===== config.mk =====
export PLATFORM = sky130hd
export DESIGN_NAME = hamming_serial_rx
export DESIGN_NICKNAME = d
export VERILOG_FILES = /design/src/rtl/hamming_pkg.sv /design/src/rtl/hamming_secded_dec.sv /design/src/rtl/hamming_serial_rx.sv
export SDC_FILE = /design/constraint.sdc
export NUM_CORES = 1
export LEC_CHECK = 0
export ABC_AREA = 1
export CAP_MARGIN = 25
export CORE_ASPECT_RATIO = 1.5
export CORE_MARGIN = 1
export CORE_UTILIZATION = 59
export DETAILED_ROUTE_END_ITERATION = 8
export GPL_TIMING_DRIVEN = 0
export PLACE_DENSITY_LB_ADDON = 0.2
export RECOVER_POWER = 25
export REMOVE_ABC_BUFFERS = 1
export SYNTH_ARGS = -nofsm -noshare
export SYNTH_HDL_FRONTEND = slang
export SYNTH_HIERARCHICAL = 1
export SYNTH_SLANG_ARGS = --single-unit
export TNS_END_PERCENT = 1

===== constraint.sdc =====
create_clock -name clk -period 4.5 [get_ports clk]
set_input_delay 0.9 -clock clk [delete_from_list [all_inputs] [get_ports clk]]
set_output_delay 0.9 -clock clk [all_outputs]
set_load 0.05 [all_outputs]

===== src/rtl/hamming_pkg.sv =====
// Shared definitions for the serial SECDED Hamming receiver: error classes,
// codeword bit positions and receiver FSM state encoding.
package hamming_pkg;

    localparam logic [1:0] ERR_NONE   = 2'b00;
    localparam logic [1:0] ERR_CORR   = 2'b01;
    localparam logic [1:0] ERR_UNCORR = 2'b10;

    localparam int unsigned CODE_W = 8;

    // Codeword bit positions; POS_P0 is overall even parity over code[7:1].
    localparam int unsigned POS_P0 = 0;
    localparam int unsigned POS_P1 = 1;
    localparam int unsigned POS_P2 = 2;
    localparam int unsigned POS_D0 = 3;
    localparam int unsigned POS_P4 = 4;
    localparam int unsigned POS_D1 = 5;
    localparam int unsigned POS_D2 = 6;
    localparam int unsigned POS_D3 = 7;

    typedef enum logic [1:0] {
        IDLE = 2'd0,
        DATA = 2'd1,
        STOP = 2'd2
    } rx_state_t;

endpackage


===== src/rtl/hamming_secded_dec.sv =====
// Combinational SECDED decoder for the 8-bit extended Hamming(7,4) codeword.
// Produces corrected data, the 3-bit syndrome and the error class.
module hamming_secded_dec
    import hamming_pkg::*;
(
    input  logic [CODE_W-1:0] code_i,
    output logic [3:0]        data_o,
    output logic [2:0]        syndrome_o,
    output logic [1:0]        err_o
);

    logic [2:0]        syn;
    logic              parity;
    logic [CODE_W-1:0] fixed;

    always_comb begin
        syn[2] = code_i[POS_P4] ^ code_i[POS_D1] ^ code_i[POS_D2] ^ code_i[POS_D3];
        syn[1] = code_i[POS_P2] ^ code_i[POS_D0] ^ code_i[POS_D2] ^ code_i[POS_D3];
        syn[0] = code_i[POS_P1] ^ code_i[POS_D0] ^ code_i[POS_D1] ^ code_i[POS_D3];
        parity = ^code_i;
    end

    // A zero syndrome with odd parity indexes bit 0, i.e. the overall parity bit.
    always_comb begin
        fixed = code_i;
        err_o = ERR_NONE;
        if (parity) begin
            fixed = code_i ^ (8'd1 << syn);
            err_o = ERR_CORR;
        end else if (syn != 3'd0) begin
            err_o = ERR_UNCORR;
        end
    end

    always_comb begin
        syndrome_o = syn;
        data_o     = {fixed[POS_D3], fixed[POS_D2], fixed[POS_D1], fixed[POS_D0]};
    end

endmodule


===== src/rtl/hamming_serial_rx.sv =====
// Serial SECDED Hamming receiver: frames start/8 code bits/stop, decodes,
// holds the result under valid/ready and keeps saturating error counters.
module hamming_serial_rx
    import hamming_pkg::*;
#(
    parameter int unsigned CNT_W = 8
) (
    input  logic             clk,
    input  logic             rst,
    input  logic             rx_bit,
    input  logic             rx_bit_valid,
    output logic             out_valid,
    input  logic             out_ready,
    output logic [3:0]       out_data,
    output logic [2:0]       out_syndrome,
    output logic [1:0]       out_err,
    output logic             frame_err,
    output logic             overflow,
    output logic [CNT_W-1:0] corr_cnt,
    output logic [CNT_W-1:0] uncorr_cnt
);

    rx_state_t         state_q, state_d;
    logic [2:0]        bit_cnt_q, bit_cnt_d;
    logic [CODE_W-1:0] shreg_q, shreg_d;

    logic              start_det, shift_en, stop_ok, stop_bad;

    logic              out_valid_q, out_valid_d;
    logic [3:0]        out_data_q, out_data_d;
    logic [2:0]        out_syn_q, out_syn_d;
    logic [1:0]        out_err_q, out_err_d;
    logic              frame_err_q, frame_err_d;
    logic              overflow_q, overflow_d;
    logic [CNT_W-1:0]  corr_cnt_q, corr_cnt_d;
    logic [CNT_W-1:0]  uncorr_cnt_q, uncorr_cnt_d;

    logic [3:0]        dec_data;
    logic [2:0]        dec_syn;
    logic [1:0]        dec_err;
    logic              load, drop;

    hamming_secded_dec u_dec (
        .code_i     (shreg_q),
        .data_o     (dec_data),
        .syndrome_o (dec_syn),
        .err_o      (dec_err)
    );

    always_ff @(posedge clk) begin
        if (rst) begin
            state_q <= IDLE;
        end else begin
            state_q <= state_d;
        end
    end

    always_comb begin
        state_d = state_q;
        case (state_q)
            IDLE:    if (rx_bit_valid && !rx_bit) state_d = DATA;
            DATA:    if (rx_bit_valid && bit_cnt_q == 3'd7) state_d = STOP;
            STOP:    if (rx_bit_valid) state_d = IDLE;
            default: state_d = IDLE;
        endcase
    end

    always_comb begin
        start_det = (state_q == IDLE) && rx_bit_valid && !rx_bit;
        shift_en  = (state_q == DATA) && rx_bit_valid;
        stop_ok   = (state_q == STOP) && rx_bit_valid && rx_bit;
        stop_bad  = (state_q == STOP) && rx_bit_valid && !rx_bit;
    end

    always_comb begin
        bit_cnt_d = bit_cnt_q;
        shreg_d   = shreg_q;
        if (start_det) begin
            bit_cnt_d = 3'd0;
        end else if (shift_en) begin
            bit_cnt_d = bit_cnt_q + 3'd1;
            shreg_d   = {shreg_q[CODE_W-2:0], rx_bit};
        end
    end

    always_ff @(posedge clk) begin
        if (rst) begin
            bit_cnt_q <= '0;
            shreg_q   <= '0;
        end else begin
            bit_cnt_q <= bit_cnt_d;
            shreg_q   <= shreg_d;
        end
    end

    // A held result is replaced only if the consumer takes it in the same cycle.
    always_comb begin
        load = stop_ok && (!out_valid_q || out_ready);
        drop = stop_ok && out_valid_q && !out_ready;
    end

    always_comb begin
        out_valid_d  = out_valid_q;
        out_data_d   = out_data_q;
        out_syn_d    = out_syn_q;
        out_err_d    = out_err_q;
        corr_cnt_d   = corr_cnt_q;
        uncorr_cnt_d = uncorr_cnt_q;
        frame_err_d  = stop_bad;
        overflow_d   = overflow_q || drop;
        if (load) begin
            out_valid_d = 1'b1;
            out_data_d  = dec_data;
            out_syn_d   = dec_syn;
            out_err_d   = dec_err;
            if (dec_err == ERR_CORR && corr_cnt_q != '1) begin
                corr_cnt_d = corr_cnt_q + CNT_W'(1);
            end
            if (dec_err == ERR_UNCORR && uncorr_cnt_q != '1) begin
                uncorr_cnt_d = uncorr_cnt_q + CNT_W'(1);
            end
        end else if (out_ready) begin
            out_valid_d = 1'b0;
        end
    end

    always_ff @(posedge clk) begin
        if (rst) begin
            out_valid_q  <= 1'b0;
            out_data_q   <= '0;
            out_syn_q    <= '0;
            out_err_q    <= ERR_NONE;
            frame_err_q  <= 1'b0;
            overflow_q   <= 1'b0;
            corr_cnt_q   <= '0;
            uncorr_cnt_q <= '0;
        end else begin
            out_valid_q  <= out_valid_d;
            out_data_q   <= out_data_d;
            out_syn_q    <= out_syn_d;
            out_err_q    <= out_err_d;
            frame_err_q  <= frame_err_d;
            overflow_q   <= overflow_d;
            corr_cnt_q   <= corr_cnt_d;
            uncorr_cnt_q <= uncorr_cnt_d;
        end
    end

    always_comb begin
        out_valid    = out_valid_q;
        out_data     = out_data_q;
        out_syndrome = out_syn_q;
        out_err      = out_err_q;
        frame_err    = frame_err_q;
        overflow     = overflow_q;
        corr_cnt     = corr_cnt_q;
        uncorr_cnt   = uncorr_cnt_q;
    end

endmodule


==> results_dict.tcl, run 1 <==
set metrics [dict create \
    startpoint_type "input pin" \
    clock_latency_ps 290 \
    numCtsBuffers 5 \
    r2r-end "uncorr_cnt[1]" \
    grt_overflow 0 \
    fmax_mhz 380 \
    power_frac_clock 0.303 \
    hold_class "register to register" \
    fin_area_um2 2800 \
    min_path_cells 2 \
    status "finished, final reports clean" \
    ir_worst_vdd_mv 0.288 \
    critPathArrivalTime_ps 2820 \
    dp_hpwl_um 3560 \
    switching_power_mw 0.233 \
    htree_num_levels 2 \
    required_ps 4690 \
    cts_hold_buffers 0 \
    drv_slew 0 \
    power.share.switching 0.308 \
    power_frac_comb 0.191 \
    wl_per_cell_um 10.5 \
    ff2ff_setup_slack_ps 2310 \
    synthCells 371 \
    clkTransAtPathRegs_ps 70 \
    drt_iter0_markers 52 \
    post_cts.repair.setup_buffers 0 \
    placed_cell_area_um2 2730 \
    drc 0 \
    cp_slowest_stage_delay_ps 630 \
    yosys_most_used_dff "dfxtp_1" \
    grt_pass1_vias 1976 \
    hold_viol 0 \
    track_usage 0.238 \
    grt_use_met1 0.243 \
    viasPerCell 5.05 \
    critical_path.slowest_cell "dlygate4sd3_1" \
    leakage_nw 1.28 \
    period_needed_ps 2630 \
    syn_area_per_cell_um2 6.47 \
    min-delay-start "bit_cnt_q[1]" \
    die_h_um 80.1 \
    final-setup-viol-count 0 \
    use_met2 0.451 \
    whs_ps 450 \
    syn_area_um2 2400 \
    path_class "input pin to register" \
    gp_congestion 0.902 \
    total_power_mw 0.757 \
    drt-total-wl_um 4710 \
    start_util 0.612 \
    tritoncts "done" \
    crit_path_end_kind "register" \
    yosys.cell_types.count 33 \
    finalNonFillerCells 448 \
    chipWidth_um 54.1 \
    synth_edf_count 0 \
    antenna_cells 0 \
    reg2regPathDepth 15 \
    cts_max_path_buffers 2 \
    r2r_start "shreg_q[3]" \
    dieArea_um2 4330 \
    path_cells "dlygate4sd3_1 -> nand2_1 -> inv_1 -> nand3_1 -> nor2_1 -> nand3_1 -> nand2_1 -> nor2_1" \
    grt_busiest_layer "met2" \
    fin_crit_sh 0.585 \
    port_buffers 32 \
    cts.sinks 41 \
    finalSetupTns_ps 0 \
    pin_count 33 \
    crit_fanout 12 \
    pwr-share-seq 0.505 \
    relSlewSlack 0.494 \
    drive_above_1_share 0.104 \
    post_cts_resize_count 0 \
    async_reset_ff_frac 0 \
    grt_pass1_wl_um 7820 \
    ant_nets 0 \
    syn_to_final_growth_pct 16.8 \
    min_to "bit_cnt_q[1]" \
    met3_usage 0.0530 \
    ys_ff_latch 41 \
    placedCellCount 440 \
    worst_pin_slew_ps 759 \
    seq_area_frac_synth 0.342 \
    yosys_warnings 6 \
    rows 28 \
    core_um2 3920 \
    final_nets 411 \
    grt_setup_unrepaired "no" \
    dr.pass1.iters 4 \
    via_count 2264 \
    cap_violations 0 \
    powerDensity_nw_per_um2 270 \
    grt_antenna_before_repair 0 \
    fin_skew_ps 5.63 \
    cts-root-buf "clkbuf_8" \
    p_int_mw 0.524 \
    grt_max_degree 27 \
]
==> layout by cell type, fill, tap and decap left out, types with 2 or more instances in the layout <==
cell             netlist  routed
nand3_4                2       2
a21oi_1               23      23
o21ai_1                3       3
nor2_4                 3       3
xor2_1                 2       2
dfxtp_1               41      41
nand3_1               11      12
nand2_2               11      11
inv_2                  7       6
ha_1                   4       4
o21bai_1               2       2
dlygate4sd3_1          0       4
nand4_1                4       4
clkinv_2               0       2
nor2_1                49      49
o21ai_0               17      17
nor2_2                 3       3
clkdlybuf4s50_1        0      28
nand2_4                7       7
clkbuf_8               0       5
inv_1                 43      44
nand2_1              120     120
==> synthesized netlist by cell type (3+ instances only) <==
library cell / n / area, um2
a21oi_1: 23 / 115
inv_2: 7 / 26.3
o21ai_0: 17 / 85.1
nand2_1: 120 / 450
nor2_2: 3 / 18.8
dfxtp_1: 41 / 821
nand2_4: 7 / 78.8
nand4_1: 4 / 25.0
o21ai_1: 3 / 15.0
ha_1: 4 / 50.1
inv_1: 43 / 161
nand3_1: 11 / 55.1
nor2_1: 49 / 184
clkbuf_1: 3 / 11.3
nor2_4: 3 / 33.8
nand2_2: 11 / 68.8
==> critical path, delay by kind of cell <==
kind,cells,cell delay (ps)
buf+inv,2,760
simple gates,6,1160
==> stage by stage <==
step	worst slack, ps	utilization
3_3_place_gp	1740	0.695
6_report	1870	0.715
2_1_floorplan	2660	-
5_1_grt	1710	0.715
3_5_place_dp	1730	0.695
4_1_cts	2030	0.716
==> power by group through the flow <==
stage               clock network (mW)  registers, mW  logic (mW)
floorplan                            0          0.396       0.109
global placement                     0          0.391       0.141
detailed placement                   0          0.391       0.145
CTS                              0.237          0.383       0.146
global route                     0.252          0.384       0.161
finish                           0.230          0.383       0.145
==> how the worst max path moves through the flow <==
stage,start,endpoint,slack [ps],cells after the start
2_1_floorplan,shreg_q[3],uncorr_cnt[0],2660,15
3_3_place_gp,rst,shreg_q[0],1740,4
3_5_place_dp,rst,shreg_q[6],1730,4
4_1_cts,rst,shreg_q[6],2030,4
5_1_grt,rx_bit_valid,uncorr_cnt[1],1710,8
6_report,rx_bit_valid,corr_cnt[4],1870,8
==> kinds of logic (layout without fill, tap and decap cells) <==
| group | Yosys count | in the layout | share of synthesized area |
|---|---|---|---|
| AND/OR/NAND/NOR | 215 | 215 | 0.416 |
| adder cells (fa/ha/maj) | 4 | 4 | 0.0208 |
| AO/OA/AOI/OAI | 49 | 49 | 0.108 |
| flip-flops | 41 | 41 | 0.342 |
| buffers and inverters | 59 | 91 | 0.102 |
| XOR/XNOR | 3 | 3 | 0.0109 |
==> flip-flops by register name, summed over array words and instances, names as in the netlist <==
signal	cells
bit_cnt_q	3
overflow	1
state_q	2
out_valid	1
out_data	4
corr_cnt	8
frame_err	1
out_syndrome	3
shreg_q	8
uncorr_cnt	8
out_err	2
==> layer usage <==
metal  wire length, um  vias to the layer above  part of all wire
met5                 0                        -                 0
met3               103                       10             0.022
met4                89                        0             0.019
li1                  -                     1206                 -
met2              2540                       28              0.54
met1              1970                     1020              0.42
==> final cells by class <==
cell class                      count  area [um2]
Clock inverter                      2        10.0
Fill cell                         347        1120
Sequential cell                    41         821
Multi-Input combinational cell    271        1330
Inverter                           51         194
Clock buffer                        6        72.6
Tap cell                           45        56.3
Timing Repair Buffer               32         320
(Power assumes the default switching activity.)
==> run 2, diff against run 1 <==
--- a/config.mk
+++ b/config.mk
@@ -9,7 +9,7 @@
 export CAP_MARGIN = 25
 export CORE_ASPECT_RATIO = 1.5
 export CORE_MARGIN = 1
-export CORE_UTILIZATION = 59
+export CORE_UTILIZATION = 49
 export DETAILED_ROUTE_END_ITERATION = 8
 export GPL_TIMING_DRIVEN = 0
 export PLACE_DENSITY_LB_ADDON = 0.2
==> constraint.sdc (replaced) <==
create_clock -name clk -period 2.2 [get_ports clk]
set_input_delay 0.44 -clock clk [delete_from_list [all_inputs] [get_ports clk]]
set_output_delay 0.44 -clock clk [all_outputs]
set_load 0.05 [all_outputs]
==> results_dict.tcl, run 2 (synthesized netlist as in run 1, its figures left out) <==
set metrics [dict create \
    min_path_cells 2 \
    grt_overflow 0 \
    post_cts_resize_count 0 \
    track_usage 0.203 \
    cp_slowest_stage_delay_ps 620 \
    critical_path.slowest_cell "dlygate4sd3_1" \
    power_frac_comb 0.192 \
    power.share.switching 0.314 \
    p_int_mw 1.07 \
    hold_viol 0 \
    cts.sinks 41 \
    path_cells "dlygate4sd3_1 -> nand2_1 -> inv_1 -> nand3_2 -> nor2_1 -> nand3_1 -> nand2_1 -> nor2_1" \
    startpoint_type "input pin" \
    tritoncts "done" \
    pwr-share-seq 0.500 \
    placedCellCount 459 \
    grt_pass1_wl_um 8250 \
    die_h_um 87.7 \
    ant_nets 0 \
    hold_class "register to register" \
    ir_worst_vdd_mv 0.369 \
    final_common_cell "nand2_1" \
    core_um2 4620 \
    min_to "bit_cnt_q[2]" \
    rows 30 \
    grt_antenna_before_repair 0 \
    start_util 0.520 \
    antenna_cells 0 \
    min-delay-start "bit_cnt_q[2]" \
    critPathArrivalTime_ps 2200 \
    finalSetupTns_ps 0 \
    cts-root-buf "clkbuf_8" \
    via_count 2267 \
    chipWidth_um 59.2 \
    viasPerCell 4.85 \
    status "finished, final reports clean" \
    fin_crit_sh 0.912 \
    grt_max_degree 27 \
    path_class "input pin to register" \
    placed_cell_area_um2 2750 \
    fmax_mhz 498 \
    finalNonFillerCells 467 \
    crit_path_end_kind "register" \
    fin_skew_ps 7.13 \
    dieArea_um2 5190 \
    wl_per_cell_um 10.1 \
    clock_latency_ps 300 \
    pin_count 33 \
    drt_iter0_markers 105 \
    gp_congestion 0.807 \
    clkTransAtPathRegs_ps 80 \
    powerDensity_nw_per_um2 550 \
    fin_area_um2 2850 \
    final-setup-viol-count 0 \
    port_buffers 32 \
    required_ps 2400 \
    drv_slew 0 \
    grt_setup_unrepaired "no" \
    ff2ff_setup_slack_ps 200 \
    drive_above_1_share 0.122 \
    power_frac_clock 0.307 \
    dr.pass1.iters 4 \
    leakage_nw 1.27 \
    post_cts.repair.setup_buffers 0 \
    cts_max_path_buffers 2 \
    grt_pass1_vias 2092 \
    drt-total-wl_um 4700 \
    mostFrequentLayoutCells "nand2_1 (120), nor2_1 (47), inv_1 (44)" \
    relSlewSlack 0.502 \
    r2r_start "shreg_q[5]" \
    drc 0 \
    htree_num_levels 2 \
    worst_pin_slew_ps 746 \
    reg2regPathDepth 15 \
    cap_violations 0 \
    switching_power_mw 0.491 \
    syn_to_final_growth_pct 18.5 \
    numCtsBuffers 5 \
    dp_hpwl_um 3670 \
    final_nets 411 \
    period_needed_ps 2010 \
    crit_fanout 12 \
    cts_hold_buffers 0 \
    r2r-end "uncorr_cnt[1]" \
]
==> run 2: changes by cell type in the layout (fill, tap and decap cells not counted), moves of 2 or more <==
cell,before,now
dfxtp_2,0,3
nor2_2,3,5
nor2_1,49,47
dfxtp_1,41,38
==> run 2: metal layers <==
layer / wire [um] / vias to the layer above / global-route usage
met4: 56 / 0 / 0.0779
met3: 104 / 5 / 0.0384
met2: 2590 / 26 / 0.397
met5: 0 / - / 0
met1: 1950 / 1030 / 0.205
li1: - / 1206 / -
==> run 2: metrics by stage <==
step                      total power, mW  utilization  worst slack, ps  hold WS (ps)
after CTS                            1.58        0.614             56.9           454
after global placement               1.09        0.596            -86.5           434
final                                1.56        0.616              194           453
after floorplan                      1.03            -              357           427
after detailed placement             1.10        0.596            -98.0           442
after global routing                 1.66        0.616             8.97           475
==> run 2: worst max-delay path by stage <==
| stage | start | endpoint | cells after the start |
|---|---|---|---|
| final | rx_bit_valid | corr_cnt[3] | 8 |
| after global routing | shreg_q[5] | uncorr_cnt[0] | 15 |
| after detailed placement | rst | shreg_q[3] | 4 |
| after global placement | rst | shreg_q[0] | 4 |
| after floorplan | shreg_q[3] | uncorr_cnt[0] | 15 |
| after CTS | shreg_q[3] | uncorr_cnt[1] | 15 |
==> run 2: worst max-delay path, delay by kind of cell <==
kind | cells | cell delay (ps)
buf+inv | 2 | 770
simple gates | 6 | 990
==> run 2: power groups by stage <==
stage | Combinational, mW | Sequential, mW | Clock [mW]
6_report | 0.301 | 0.783 | 0.480
5_1_grt | 0.338 | 0.786 | 0.536
4_1_cts | 0.299 | 0.782 | 0.502
3_5_place_dp | 0.298 | 0.800 | 0
3_3_place_gp | 0.291 | 0.798 | 0
2_1_floorplan | 0.223 | 0.810 | 0
==> run 2: layout make-up <==
| type | count | area (um2) |
|---|---|---|
| fillers | 458 | 1770 |
| multi-input cells | 271 | 1340 |
| flip-flops and latches | 41 | 825 |
| repair buffers | 32 | 320 |
| inverters | 51 | 194 |
| well taps | 64 | 80.1 |
| clock buffers | 5 | 68.8 |
| clock inverters | 3 | 17.5 |
